File: src/rtl/pager_pkg.sv
// Shared types and defaults for the digest pager: state encoding, default
// geometry/dwell constants and the debounce counter width.
package pager_pkg;

    typedef enum logic {
        EMPTY = 1'b0,
        SHOW  = 1'b1
    } state_t;

    localparam int DEF_DIGEST_W  = 512;
    localparam int DEF_WIN_W     = 16;
    localparam int DEF_DWELL_CYC = 1000;
    localparam int DEB_CNT_W     = 16;

endpackage

File: src/rtl/btn_conditioner.sv
// Push-button conditioner: two-flop synchroniser, optional debounce
// (PAGER_DEBOUNCE_EN), and a single-cycle rising-edge pulse.
module btn_conditioner
    import pager_pkg::*;
(
    input  logic clk,
    input  logic rst,
    input  logic btn,
    output logic pulse
);

    logic r_s1;
    logic r_s2;
    logic r_prev;
    logic w_level;

`ifdef PAGER_DEBOUNCE_EN
    logic                 r_stable;
    logic [DEB_CNT_W-1:0] r_cnt;

    // Accept a new level only after it has differed from the accepted one for 2^16 cycles.
    always_ff @(posedge clk) begin
        if (!rst) begin
            r_stable <= 1'b0;
            r_cnt    <= '0;
        end else if (r_s2 == r_stable) begin
            r_cnt <= '0;
        end else if (&r_cnt) begin
            r_stable <= r_s2;
            r_cnt    <= '0;
        end else begin
            r_cnt <= r_cnt + 1'b1;
        end
    end

    assign w_level = r_stable;
`else
    assign w_level = r_s2;
`endif

    always_ff @(posedge clk) begin
        if (!rst) begin
            r_s1   <= 1'b0;
            r_s2   <= 1'b0;
            r_prev <= 1'b0;
        end else begin
            r_s1   <= btn;
            r_s2   <= r_s1;
            r_prev <= w_level;
        end
    end

    assign pulse = w_level & ~r_prev;

endmodule

File: src/rtl/digest_pager.sv
// Digest pager: latches a hash result and pages through it one WIN_W-bit
// window at a time via buttons or auto-scroll. Optional macro: PAGER_DEBOUNCE_EN.
module digest_pager
    import pager_pkg::*;
#(
    parameter int DIGEST_W  = DEF_DIGEST_W,
    parameter int WIN_W     = DEF_WIN_W,
    parameter int DWELL_CYC = DEF_DWELL_CYC
) (
    input  logic                                clk,
    input  logic                                rst,
    input  logic                                digest_valid,
    input  logic [DIGEST_W-1:0]                 digest,
    output logic                                digest_ready,
    input  logic                                step_btn,
    input  logic                                back_btn,
    input  logic                                auto_en,
    output logic [WIN_W-1:0]                    window,
    output logic [$clog2(DIGEST_W/WIN_W)-1:0]   index,
    output logic                                loaded,
    output logic                                wrap_pulse,
    output logic                                dbg_state
);

    localparam int N_WIN = DIGEST_W / WIN_W;
    localparam int IDX_W = $clog2(N_WIN);
    localparam int DW_W  = $clog2(DWELL_CYC);
    localparam logic [IDX_W-1:0] IDX_MAX = IDX_W'(N_WIN - 1);
    localparam logic [DW_W-1:0]  DW_MAX  = DW_W'(DWELL_CYC - 1);

    state_t              r_state;
    state_t              w_state_nxt;
    logic [DIGEST_W-1:0] r_digest;
    logic [WIN_W-1:0]    r_window;
    logic [IDX_W-1:0]    r_index;
    logic [IDX_W-1:0]    w_idx_nxt;
    logic [DW_W-1:0]     r_dwell;
    logic [DW_W-1:0]     w_dwell_nxt;
    logic                r_wrap;
    logic                w_wrap_nxt;
    logic                r_ready;
    logic                w_step_p;
    logic                w_back_p;
    logic                w_hs;
    logic                w_manual;
    logic                w_auto_tick;
    logic                w_fwd;
    logic                w_rev;

    btn_conditioner u_step (.clk(clk), .rst(rst), .btn(step_btn), .pulse(w_step_p));
    btn_conditioner u_back (.clk(clk), .rst(rst), .btn(back_btn), .pulse(w_back_p));

    assign w_hs        = digest_valid & r_ready;
    assign w_manual    = w_step_p | w_back_p;
    // Manual events own the cycle; auto advance only fires when no button event is present.
    assign w_auto_tick = (r_state == SHOW) & auto_en & (r_dwell == DW_MAX) & ~w_manual;
    assign w_fwd       = (w_step_p | w_auto_tick) & ~w_back_p;
    assign w_rev       = w_back_p & ~w_step_p;

    always_comb begin
        w_state_nxt = r_state;
        w_idx_nxt   = r_index;
        w_wrap_nxt  = 1'b0;
        w_dwell_nxt = r_dwell;
        if (w_hs) begin
            w_state_nxt = SHOW;
            w_idx_nxt   = '0;
            w_dwell_nxt = '0;
        end else if (r_state == SHOW) begin
            if (w_fwd) begin
                w_idx_nxt  = (r_index == IDX_MAX) ? '0 : r_index + 1'b1;
                w_wrap_nxt = (r_index == IDX_MAX);
            end else if (w_rev) begin
                w_idx_nxt  = (r_index == '0) ? IDX_MAX : r_index - 1'b1;
                w_wrap_nxt = (r_index == '0);
            end
            if (w_manual || !auto_en || w_auto_tick)
                w_dwell_nxt = '0;
            else
                w_dwell_nxt = r_dwell + 1'b1;
        end
    end

    always_ff @(posedge clk) begin
        if (!rst) begin
            r_state  <= EMPTY;
            r_digest <= '0;
            r_window <= '0;
            r_index  <= '0;
            r_dwell  <= '0;
            r_wrap   <= 1'b0;
            r_ready  <= 1'b0;
        end else begin
            r_state <= w_state_nxt;
            r_index <= w_idx_nxt;
            r_dwell <= w_dwell_nxt;
            r_wrap  <= w_wrap_nxt;
            r_ready <= 1'b1;
            // Window is refreshed from the next index so it tracks index on the same edge.
            if (w_hs) begin
                r_digest <= digest;
                r_window <= digest[WIN_W-1:0];
            end else if (r_state == SHOW) begin
                r_window <= r_digest[w_idx_nxt*WIN_W +: WIN_W];
            end
        end
    end

    assign digest_ready = r_ready;
    assign window       = r_window;
    assign index        = r_index;
    assign loaded       = (r_state == SHOW);
    assign wrap_pulse   = r_wrap;
    assign dbg_state    = r_state;

endmodule

File: config.mk
export PLATFORM = sky130hd
export DESIGN_NAME = digest_pager
export DESIGN_NICKNAME = d
export VERILOG_FILES = /design/src/rtl/pager_pkg.sv /design/src/rtl/btn_conditioner.sv /design/src/rtl/digest_pager.sv
export SDC_FILE = /design/constraint.sdc
export NUM_CORES = 1
export LEC_CHECK = 0
export CAP_MARGIN = 20
export CORE_AREA = 3 3 236 330
export CTS_CLUSTER_SIZE = 20
export DETAILED_ROUTE_END_ITERATION = 8
export DIE_AREA = 0 0 239 333
export DONT_BUFFER_PORTS = 1
export GPL_ROUTABILITY_DRIVEN = 0
export GPL_TIMING_DRIVEN = 0
export SLEW_MARGIN = 15
export SYNTH_ARGS = -nofsm -noshare
export SYNTH_HDL_FRONTEND = slang
export SYNTH_SLANG_ARGS = --single-unit
File: constraint.sdc
create_clock -name clk -period 3.1 [get_ports clk]
set_clock_uncertainty 0.05 [all_clocks]
set_input_delay 0.31 -clock clk [delete_from_list [all_inputs] [get_ports clk]]
set_output_delay 0.31 -clock clk [all_outputs]
set_load 0.05 [all_outputs]
==> metrics.txt <==
clk sinks 552; sequential fraction of the synthesis area 43.4%; Slowest cell on crit path or4_4; Tot Pwr 18.1 mW; Yosys reg bits 552; CTS Root Cell clkbuf_16; First DRT Iteration DRCs 1819; CTS tree yes; Crit path arrival time 4.04 ns; f_max 282 MHz; largest net degree at the start of global routing 17; DRC violations left 0; Post-DP HPWL 94.0 mm; Post-Synth Simple-Gate Area 26.2%; GRT Util Overall 30.3%; Synth area leader dfxtp_1; most common cell after layout, fill and taps aside nand2_1; Hold Vio Cnt, Final 0; largest family of logic cells by synthesized area simple AND/OR/NAND/NOR gates; period utilisation layout 114%; Reg2Reg Depth 14; crit-path max cell delay 0.59 ns; internal power 13.1 mW; Initial Util 33.8%; r2r startpoint index[0]; Die Ht 333 um; Cells after DPL 4308; htree depth 2; Clk pwr share 43.7%; routed wire length 125 mm; EDFF count, synth 0; register area 11100 um2; number of detailed-route iterations in the first pass 6; Distinct cells, synth 61; combinational power share 13.6%; vias in the first global route 26900; end of the worst hold path digest_ready; Yosys warnings 0; Clock Latency Late Sink 0.67 ns; area occupied by multi-input gates 14700 um2; Placement Setup Slack -1.90 ns; Post-Synth XOR/XNOR Area 0.378%; Layout area overhead 43.7%; adder-cell share of the synthesized area 0.246%; Post-Layout Cell Count 5019; Die Wd 239 um; most used cell, CP ha_4; Leakage 13.1 nW; layout cells sized above 1 13.5%; vias per cell 5.34; worst relative slew slack 30.5%; HP Class input pin to flop; commonest non-fill, non-tap cells in the layout 1412 x nand2_1, 543 x dfxtp_1, 515 x dlygate4sd3_1, 512 x a21boi_0, 133 x clkbuf_1; r2r setup slk -0.45 ns; die area 79600 um2; Vias 26800; sw power 5.00 mW; failing checks setup timing; maximum root-to-sink buffer count 3; Critical Path Start Type flop; remaining antenna violation count 0; Synth top area share 43.4%; PwrDens 494 nW/um2; critical path cell sequence ha_4, and3_1, ha_4, nand2_1, a32oi_2, o32ai_4, buf_12, buf_6, buf_8, buf_4, a211oi_2, a311oi_2, or4_4, a22o_1; proportion of synthesized area in mux cells 2.04%; Hold Path Origin rst; WL/cell 25.0 um; Post-Synthesis Cells 3338; Mapped Area 25500 um2; Worst VDD drop 0.000403 V; # rows 119; ys async rst share 0%; Sw Share 27.7%; Final Max Slew Viols 0; Compound-Gate Fraction of Synth Area 23.2%; gr ovfl total 0; Mean Syn Cell Area 7.63 um2; Core Area 75300 um2; Worst setup EP type flop; critical path type flop to flop; Hold Crit Depth 1; maxcap violations 0; CP max FO 8; unrepaired setup endpoints after global routing yes; final setup fails 16; Period minus WS final 3.55 ns; count of input and output buffers 0; antenna violations before repair 27; status finished with violations; TritonCTS Buffers 59; # fillers 7105; largest cells by area after synthesis dfxtp_1 43%, nand2_1 21%, a21boi_0 15%; part of the power in registers 42.7%; Tightest Pin Transition 1.04 ns; ys flop type dfxtp_1; first-pass GRT wire length 178 mm; io pins 543; Crit Reg-Reg Endpoint window[0]; clock slew at reported path FFs 0.07 ns; syn nets 3861; critical path required time 3.59 ns; setup ws final -0.447 ns; Final nets 4489
## area by class of cell
cell class	instances	share of cell area, %
Multi-Input combinational cell	2499	40.1
Sequential cell	552	30.3
Clock inverter	43	1.51
Antenna cell	34	0.233
Tap cell	968	3.31
Timing Repair Buffer	567	15.5
Clock buffer	69	4.36
Inverter	7	0.0855
Buffer	280	4.62
## state kept, by name, indices dropped and copies added (netlist names)
signal	flops
u_step.r_prev	1
dbg_state	1
index	5
window	16
u_step.r_s1	1
u_back.r_prev	1
u_step.r_s2	1
wrap_pulse	1
r_digest	512
u_back.r_s2	1
r_dwell	10
digest_ready	1
u_back.r_s1	1
## worst max path at each step
stage                     startpoint         end  slack (ns)  cells after the start
final                       index[0]   window[0]       -0.45                     14
after global routing        index[0]   window[0]       -0.51                     14
after CTS                   index[0]   window[1]       -0.42                     15
after detailed placement    index[0]  window[13]       -1.90                     12
after global placement      index[0]  window[13]       -1.95                     12
after floorplan             index[0]   window[0]      0.0004                     11
## power groups by stage
stage               logic (mW)  registers [mW]  clock network (mW)
detailed placement        1.56            7.86                   0
finish                    2.46            7.73                7.91
CTS                       2.35            7.71                7.99
floorplan                 1.01            7.76                   0
global route              2.63            7.75                8.26
global placement          1.54            7.86                   0
## cell families (layout without fill, tap and decap cells)
group / count (synthesis) / count (layout)
AOI/OAI and AO/OA: 771 / 772
xor gates and xnor gates: 11 / 11
adders and majority gates: 5 / 5
buffers and inverters: 288 / 966
DFF: 552 / 552
muxes: 52 / 52
other: 0 / 34
and+or+nand+nor: 1659 / 1659
## Yosys cell counts, drive strengths merged (20+ instances only)
cell / instances
nand3: 126
clkbuf: 232
a21boi: 512
nor2: 20
o31a: 49
and3: 22
a21oi: 49
buf: 49
a211oi: 45
nand2: 1419
dfxtp: 552
mux2i: 52
a311oi: 46
## stage by stage
step                hold WS [ns]  utilization (%)  area [um2]  TNS (ns)
floorplan                  0.288                -       25500         0
detailed placement         0.288             35.5       26700   -608.62
finish                     0.157             48.6       36600     -6.22
CTS                        0.116             47.8       36000     -6.46
global route               0.145             48.5       36600     -7.29
global placement           0.288             35.4       26700   -578.59
## repair_timing
item | 4_1_cts | 5_1_grt
endpoints found under the setup margin | 539 | 449
endpoints found under the hold margin | 530 | 0
pin swaps | 54 | 31
gates cloned | 3 | 1
hold buffers | 515 | 0
buffers inserted | 43 | 4
gates resized for setup | 386 | 192
## layer usage
metal  vias to the layer above  part of all wire [%]  wire length (um)  track usage [%]
met2                      1179                    48             60300             52.8
met1                     12700                    37             46700             33.8
met3                       394                   6.6              8330             5.56
met4                         6                   8.0             10000             19.5
li1                      12500                     -                 -                -
met5                         -                 0.028                35                0
## worst max-delay path, delay by kind of cell, from the launching register on
| family | cells | cell delay, ns |
|---|---|---|
| AO/OA/AOI/OAI | 5 | 1.03 |
| adder cells (fa/ha/maj) | 2 | 0.34 |
| buffers and inverters | 4 | 0.61 |
| flip-flops | 1 | 0.55 |
| AND/OR/NAND/NOR | 3 | 0.86 |
Power figures use the tool's default switching activity.
